File: src/rtl/fpu_sched.sv
// fpu_sched: issue/completion scheduler for the FPU unit array.
// Gates issue on per-unit busy state plus a per-FPR pending scoreboard,
// drives the one-hot unit select, captures unit results and serialises
// them onto one FPR writeback port with round-robin arbitration.
// Optional build macro FPU_SCHED_PERF_EN enables the perf_issue,
// perf_stall and perf_raw saturating counters; without it those
// outputs are tied to zero.
module fpu_sched #(
  parameter int NUNIT   = 9,
  parameter int NREG    = 32,
  parameter int RR_INIT = 1
) (
  input  logic                    clk,
  input  logic                    rstn,
  input  logic                    iss_valid,
  output logic                    iss_ready,
  input  logic [3:0]              iss_op,
  input  logic [$clog2(NREG)-1:0] iss_rd,
  input  logic [$clog2(NREG)-1:0] iss_rs1,
  input  logic [$clog2(NREG)-1:0] iss_rs2,
  input  logic                    iss_use_rs2,
  output logic [NUNIT:0]          fpu_in_valid,
  input  logic [NUNIT:0]          unit_ready,
  input  logic [NUNIT:0]          unit_out_valid,
  input  logic [NUNIT:0][31:0]    unit_out,
  output logic                    wb_valid,
  input  logic                    wb_ready,
  output logic [$clog2(NREG)-1:0] wb_rd,
  output logic [31:0]             wb_data,
  output logic [NUNIT:0]          busy,
  output logic                    err_illegal,
  output logic                    err_spurious,
  output logic [31:0]             perf_issue,
  output logic [31:0]             perf_stall,
  output logic [31:0]             perf_raw
);

  localparam int RW = $clog2(NREG);
  localparam int UW = $clog2(NUNIT + 1);
  // fcmp only produces a result in the low byte; the rest is cleared
  localparam int FCMP_UNIT = 7;
  // index 0 means "no unit" and never takes part in any decision
  localparam logic [NUNIT:0] UNIT_MASK = {{NUNIT{1'b1}}, 1'b0};

  // registered state
  logic [NUNIT:0]   busy_reg, busy_next;
  logic [NUNIT:0]   cap_v_reg, cap_v_next;
  logic [NREG-1:0]  pend_reg, pend_next;
  logic [UW-1:0]    rr_reg, rr_next;
  logic             lock_v_reg, lock_v_next;
  logic [UW-1:0]    lock_g_reg, lock_g_next;
  logic             err_ill_reg, err_ill_next;
  logic             err_spur_reg, err_spur_next;
  logic [RW-1:0]    tag_reg   [0:NUNIT];
  logic [31:0]      cap_d_reg [0:NUNIT];

  // issue-side combinational terms
  logic             op_legal;
  logic [UW-1:0]    op_idx;
  logic             sb_hit;
  logic             unit_free;
  logic             accept;
  logic             dispatch;
  logic [NUNIT:0]   ready_masked;

  // completion-side combinational terms
  logic [NUNIT:0]       cap_en;
  logic [NUNIT:0]       spur_hit;
  logic [NUNIT:0][31:0] cap_val;
  logic [UW-1:0]        grant_calc;
  logic [UW-1:0]        grant;
  logic                 found;
  int                   cand;
  logic                 wb_fire;

  assign op_legal     = (iss_op != 4'd0) && (32'(iss_op) <= 32'(NUNIT));
  assign op_idx       = op_legal ? UW'(iss_op) : '0;
  assign ready_masked = unit_ready & UNIT_MASK;
  assign sb_hit       = pend_reg[iss_rs1] | (iss_use_rs2 & pend_reg[iss_rs2]) | pend_reg[iss_rd];
  assign unit_free    = op_legal && !busy_reg[op_idx] && ready_masked[op_idx];
  // illegal ops are always swallowed so they cannot wedge the issue stage
  assign iss_ready    = op_legal ? (unit_free && !sb_hit) : 1'b1;
  assign accept       = iss_valid && iss_ready;
  assign dispatch     = accept && op_legal;

  assign cap_en   = unit_out_valid & UNIT_MASK & busy_reg & ~cap_v_reg;
  assign spur_hit = unit_out_valid & UNIT_MASK & ~busy_reg;

  // per-unit select decode and result shaping
  generate
    for (genvar gi = 0; gi <= NUNIT; gi++) begin : g_unit
      assign fpu_in_valid[gi] = dispatch && UNIT_MASK[gi] && (op_idx == UW'(gi));
      if (gi == FCMP_UNIT) begin : g_fcmp
        assign cap_val[gi] = {24'd0, unit_out[gi][7:0]};
      end else begin : g_plain
        assign cap_val[gi] = unit_out[gi];
      end
    end
  endgenerate

  // round-robin search: first captured unit at or after rr, wrapping NUNIT -> 1
  always_comb begin
    grant_calc = '0;
    found      = 1'b0;
    cand       = 0;
    for (int off = 0; off < NUNIT; off++) begin
      cand = 32'(rr_reg) + off;
      if (cand > NUNIT) cand = cand - NUNIT;
      if (!found && cap_v_reg[UW'(cand)]) begin
        grant_calc = UW'(cand);
        found      = 1'b1;
      end
    end
  end

  // a stalled writeback keeps its grant even if a new capture would win the search
  assign grant    = lock_v_reg ? lock_g_reg : grant_calc;
  assign wb_valid = |cap_v_reg;
  assign wb_rd    = tag_reg[grant];
  assign wb_data  = cap_d_reg[grant];
  assign wb_fire  = wb_valid && wb_ready;
  assign busy     = busy_reg;
  assign err_illegal  = err_ill_reg;
  assign err_spurious = err_spur_reg;

  // next-state for busy, capture valids, scoreboard, pointer and flags
  always_comb begin
    busy_next     = busy_reg;
    cap_v_next    = cap_v_reg;
    pend_next     = pend_reg;
    rr_next       = rr_reg;
    lock_v_next   = wb_valid && !wb_ready;
    lock_g_next   = grant;
    err_ill_next  = err_ill_reg | (accept && !op_legal);
    err_spur_next = err_spur_reg | (|spur_hit);
    if (wb_fire) begin
      busy_next[grant]          = 1'b0;
      cap_v_next[grant]         = 1'b0;
      pend_next[tag_reg[grant]] = 1'b0;
      rr_next = (grant == UW'(NUNIT)) ? UW'(1) : grant + UW'(1);
    end
    // a dispatch never targets a retiring unit or register: both are still
    // marked in registered state, so the issue would have been stalled
    if (dispatch) begin
      busy_next[op_idx] = 1'b1;
      pend_next[iss_rd] = 1'b1;
    end
    cap_v_next = cap_v_next | cap_en;
  end

  // control state registers
  always_ff @(posedge clk or negedge rstn) begin
    if (!rstn) begin
      busy_reg     <= '0;
      cap_v_reg    <= '0;
      pend_reg     <= '0;
      rr_reg       <= UW'(RR_INIT);
      lock_v_reg   <= 1'b0;
      lock_g_reg   <= '0;
      err_ill_reg  <= 1'b0;
      err_spur_reg <= 1'b0;
    end else begin
      busy_reg     <= busy_next;
      cap_v_reg    <= cap_v_next;
      pend_reg     <= pend_next;
      rr_reg       <= rr_next;
      lock_v_reg   <= lock_v_next;
      lock_g_reg   <= lock_g_next;
      err_ill_reg  <= err_ill_next;
      err_spur_reg <= err_spur_next;
    end
  end

  // per-unit destination tags and captured results
  always_ff @(posedge clk or negedge rstn) begin
    if (!rstn) begin
      for (int k = 0; k <= NUNIT; k++) begin
        tag_reg[k]   <= '0;
        cap_d_reg[k] <= '0;
      end
    end else begin
      for (int k = 0; k <= NUNIT; k++) begin
        if (dispatch && (op_idx == UW'(k))) tag_reg[k] <= iss_rd;
        if (cap_en[k]) cap_d_reg[k] <= cap_val[k];
      end
    end
  end

`ifdef FPU_SCHED_PERF_EN
  logic [31:0] perf_issue_reg;
  logic [31:0] perf_stall_reg;
  logic [31:0] perf_raw_reg;
  logic        stall_cyc;
  logic        raw_cyc;

  // a stall always means a legal op, since illegal ops are always accepted
  assign stall_cyc = iss_valid && !iss_ready;
  assign raw_cyc   = stall_cyc && sb_hit;

  // saturating event counters
  always_ff @(posedge clk or negedge rstn) begin
    if (!rstn) begin
      perf_issue_reg <= '0;
      perf_stall_reg <= '0;
      perf_raw_reg   <= '0;
    end else begin
      if (dispatch && (perf_issue_reg != '1)) perf_issue_reg <= perf_issue_reg + 32'd1;
      if (stall_cyc && (perf_stall_reg != '1)) perf_stall_reg <= perf_stall_reg + 32'd1;
      if (raw_cyc && (perf_raw_reg != '1)) perf_raw_reg <= perf_raw_reg + 32'd1;
    end
  end

  assign perf_issue = perf_issue_reg;
  assign perf_stall = perf_stall_reg;
  assign perf_raw   = perf_raw_reg;
`else
  assign perf_issue = 32'd0;
  assign perf_stall = 32'd0;
  assign perf_raw   = 32'd0;
`endif

endmodule

File: config.mk
export PLATFORM = sky130hd
export DESIGN_NAME = fpu_sched
export DESIGN_NICKNAME = d
export VERILOG_FILES = /design/src/rtl/fpu_sched.sv
export SDC_FILE = /design/constraint.sdc
export NUM_CORES = 1
export LEC_CHECK = 0
export BUFFER_PORTS_ARGS = -buffer_cell sky130_fd_sc_hd__buf_2
export CAP_MARGIN = 15
export CORE_UTILIZATION = 45
export DETAILED_ROUTE_END_ITERATION = 8
export GPL_TIMING_DRIVEN = 0
export PLACE_DENSITY = 0.65
export SLEW_MARGIN = 10
export SYNTH_ARGS = -nofsm -noshare
export SYNTH_HDL_FRONTEND = slang
export SYNTH_SLANG_ARGS = --single-unit
File: constraint.sdc
create_clock -name clk -period 10.1 [get_ports clk]
set_input_delay 1.01 -clock clk [delete_from_list [all_inputs] [get_ports clk]]
set_output_delay 1.01 -clock clk [all_outputs]
set_load 0.02 [all_outputs]
==> impl_metrics.py <==
metrics = {
    "synth": {
        "ys_types": 111,
        "ys_ff_latch": 377,
        "avgSynthCellArea_sq_um": 10.5,
        "synth-edff-count": 0,
        "syn-cell-area_sq_um": 23400,
        "ys.flop_type": "dfrtp_1",
        "async_flop_share_pct": 100,
        "synthesis.instances": 2233,
        "yosysWarnings": 0,
        "ys_seq_area_share_pct": 40.3,
    },
    "timing": {
        "tightest_slew_ps": 1170,
        "relSlewSlack_pct": 21.6,
        "final-setup-viol-count": 0,
        "max_freq_mhz": 102,
        "fin_setup_tns_ps": 0,
        "min_period_over_period_pct": 96.6,
        "hold_viol": 0,
        "rsz0062_at_grt": "false",
        "holdWs_ps": 425,
        "fin_crit_ps": 9760,
        "slew_viol_final": 0,
        "fin_skew_ps": 35.3,
    },
    "layout": {
        "fillCellCount": 4591,
        "largest_reg_flops": 264,
        "final_cell_area_sq_um": 28000,
        "final_nets": 3123,
        "area_delta_synth_final_pct": 19.7,
        "drive_gt1_share_pct": 34.8,
        "final-instance-count-excl-fill": 3467,
    },
    "floorplan": {
        "start_util_pct": 45.6,
        "die-area_sq_um": 52900,
        "core_sq_um": 51300,
        "fp-row-count": 83,
        "die_h_um": 230,
        "die_w_um": 230,
        "ioPinCount": 521,
    },
    "global_route": {
        "antenna_found_initial": 31,
        "grt_max_degree": 110,
        "grt_usage_pct": 32.6,
        "first_global_vias": 20035,
        "grt_pass1_wl_um": 130000,
        "grt.overflow.total": 0,
    },
    "setup_path": {
        "r2r_start": "rr_reg[2]$_DFFE_PN0P_",
        "arrival_ps": 8750,
        "r2r_cells": 20,
        "endpoint_kind": "primary output",
        "slowest_stage": "nor2_1",
        "path_depth": 23,
        "worst-setup-path-type": "reg2out",
        "slowest_delay_ps": 750,
        "crit_family": "compound AO/OA/AOI/OAI gates",
        "r2r_setup_slack_ps": 1970,
        "reg2reg_to": "pend_reg[19]$_DFF_PN0_",
        "worst_setup_path_start_kind": "flop",
        "worstPathMaxFanout": 15,
        "crit_chain": "buf_4, clkinv_1, ha_1, clkbuf_1, a21oi_2, xnor2_1, a211o_1, nand2_1, o21ai_0, a221oi_1, and3_1, nand3b_4, o31a_1, a21oi_4, inv_6, buf_6, buf_2, nor2_1, clkbuf_1, a21oi_1, o22a_1, o21ai_0, buf_2",
        "setup.worst_path.start": "rr_reg[2]$_DFFE_PN0P_",
        "path_buf_inv": 8,
        "crit_path_end": "wb_data[17]",
        "crit_required_ps": 9090,
    },
    "clocking": {
        "root_buffer": "clkbuf_16",
        "clock_latency_ps": 590,
        "path_clk_slew_ps": 60,
        "cts_tree": "done",
        "clock_path_buffers": 3,
        "cts_made_buffers": 43,
        "cts_sinks": 377,
        "hold_buffers": 0,
        "htreeDepth": 2,
        "post_cts.repair.setup_buffers": 0,
        "post_cts_resized": 0,
    },
    "placement": {
        "place_hpwl_um": 67300,
        "io_buffers": 359,
        "dpl_cell_area_sq_um": 26500,
        "dp.cells": 3374,
        "gp_congestion": 0.983,
    },
    "routing": {
        "wirelength_um": 87900,
        "drc_errors": 0,
        "vias_per_cell": 5.95,
        "wl_per_cell_um": 25.3,
        "vias": 20612,
        "dr.first_iter.drc_count": 1866,
        "ant_nets": 0,
        "dr.pass1.iters": 6,
    },
    "min_path": {
        "min_path_type": "in2async",
    },
    "run": {
        "cap_violations": 0,
    },
    "outcome": {
        "status": "complete, no violations",
    },
}
==> placed cells by master (no fill, tap or decap), types with 25 or more instances in the layout <==
cell,netlist,layout
buf_2,23,383
dfrtp_1,376,376
mux2_2,292,292
nand2_1,178,178
mux2i_1,155,155
clkbuf_1,98,110
nor2_1,109,109
buf_4,105,106
o21ai_0,104,104
a21oi_1,101,101
conb_1,1,97
nand3_1,54,54
inv_1,48,48
clkbuf_16,0,43
mux4_2,31,31
a221o_1,30,30
o211ai_1,27,27
o21a_1,26,26
o22a_1,25,25
==> stage by stage <==
stage	utilization (%)	setup WS, ps
3_5_place_dp	51.7	1090
4_1_cts	54.5	453
6_report	54.6	340
2_1_floorplan	-	3540
5_1_grt	54.6	25.1
3_3_place_gp	51.5	551
==> routing by layer <==
metal | track usage (%) | wire, um | vias up
met1 | 42.9 | 36000 | 10283
li1 | - | - | 9103
met2 | 52.7 | 41100 | 1028
met5 | 0 | 195 | -
met3 | 9.15 | 8450 | 166
met4 | 8.26 | 2140 | 32
==> cells by family (layout without fill, tap and decap cells) <==
| group | count (synthesis) | count (layout) | synth area share (%) |
|---|---|---|---|
| compound gates | 533 | 533 | 16.4 |
| simple gates | 499 | 499 | 10.5 |
| mux | 479 | 479 | 23.7 |
| flops | 377 | 377 | 40.3 |
| buf+inv | 303 | 747 | 7.12 |
| xor+xnor | 21 | 21 | 0.850 |
| fa+ha+maj | 20 | 20 | 1.07 |
| other cells | 1 | 111 | 0.0160 |
==> worst reg2reg max path, cell delays in order, from the launching register on <==
cell and delay, ps:
dfrtp_1 670, buf_4 340, clkinv_1 590, ha_1 580, nand2b_1 150, clkbuf_1 200
a211oi_1 380, o21a_1 400, mux2i_1 140, nor4_2 680, o21ai_2 240, and2_1 210
o31ai_1 500, a221oi_2 80, o41ai_2 380, or2_1 200, clkbuf_1 460, a221oi_1 210
a211oi_2 830, nand3_1 320, a221o_1 430
==> final cells by class <==
type                    count  area [sq um]  share of cell area [%]
well taps                 680           851                    3.04
plain buffers             246          1450                    5.16
multi-input cells        1649         12700                    45.2
repair buffers            365          1910                    6.81
clock inverters            18           240                   0.858
clock buffers              61          1200                    4.30
diodes                     14          35.0                   0.125
inverters                  57           219                   0.782
flip-flops and latches    377          9440                    33.7
==> cells in the mapped netlist, drive strengths merged (6+ instances only) <==
library cell,number,area share [%]
nor3b,7,0.22
o211ai,27,0.87
o22a,25,0.94
ha,20,1.1
nand2,178,2.9
a211oi,21,0.72
a21o,13,0.42
buf,147,4.6
a31o,10,0.37
nor3,23,0.49
nand4,10,0.27
nand2b,18,0.48
a31oi,13,0.35
or3,11,0.29
mux2i,155,6.6
clkbuf,99,1.6
a211o,9,0.34
mux4,31,3.0
a221o,30,1.3
and3b,7,0.26
nor2b,17,0.45
a2111oi,7,0.40
o31ai,14,0.53
a221oi,13,0.51
a21oi,106,2.4
o22ai,21,0.65
a21boi,8,0.34
dfrtp,376,40
o21a,26,0.83
inv,55,0.90
o21ai,113,2.4
a22oi,13,0.42
o31a,11,0.41
or2,6,0.16
mux2,293,14
and3,14,0.40
nor2,110,1.8
xnor2,18,0.74
and2,15,0.40
nand3,54,1.2
nor4,12,0.44
==> worst min-delay path by stage <==
stage	to	start	slack, ps	depth (start not counted)
final	pend_reg[23]$_DFF_PN0_	rstn	430	1
after global placement	tag_reg[48]$_DFFE_PN0P_	tag_reg[48]$_DFFE_PN0P_	440	1
after global routing	err_illegal$_DFF_PN0_	err_illegal$_DFF_PN0_	470	1
after detailed placement	err_illegal$_DFF_PN0_	err_illegal$_DFF_PN0_	440	1
after floorplan	tag_reg[45]$_DFFE_PN0P_	tag_reg[45]$_DFFE_PN0P_	430	1
after CTS	tag_reg[48]$_DFFE_PN0P_	tag_reg[48]$_DFFE_PN0P_	460	1
Power is not shown: default switching activity piles up to over one toggle a cycle in this logic, so the estimate is an artifact.
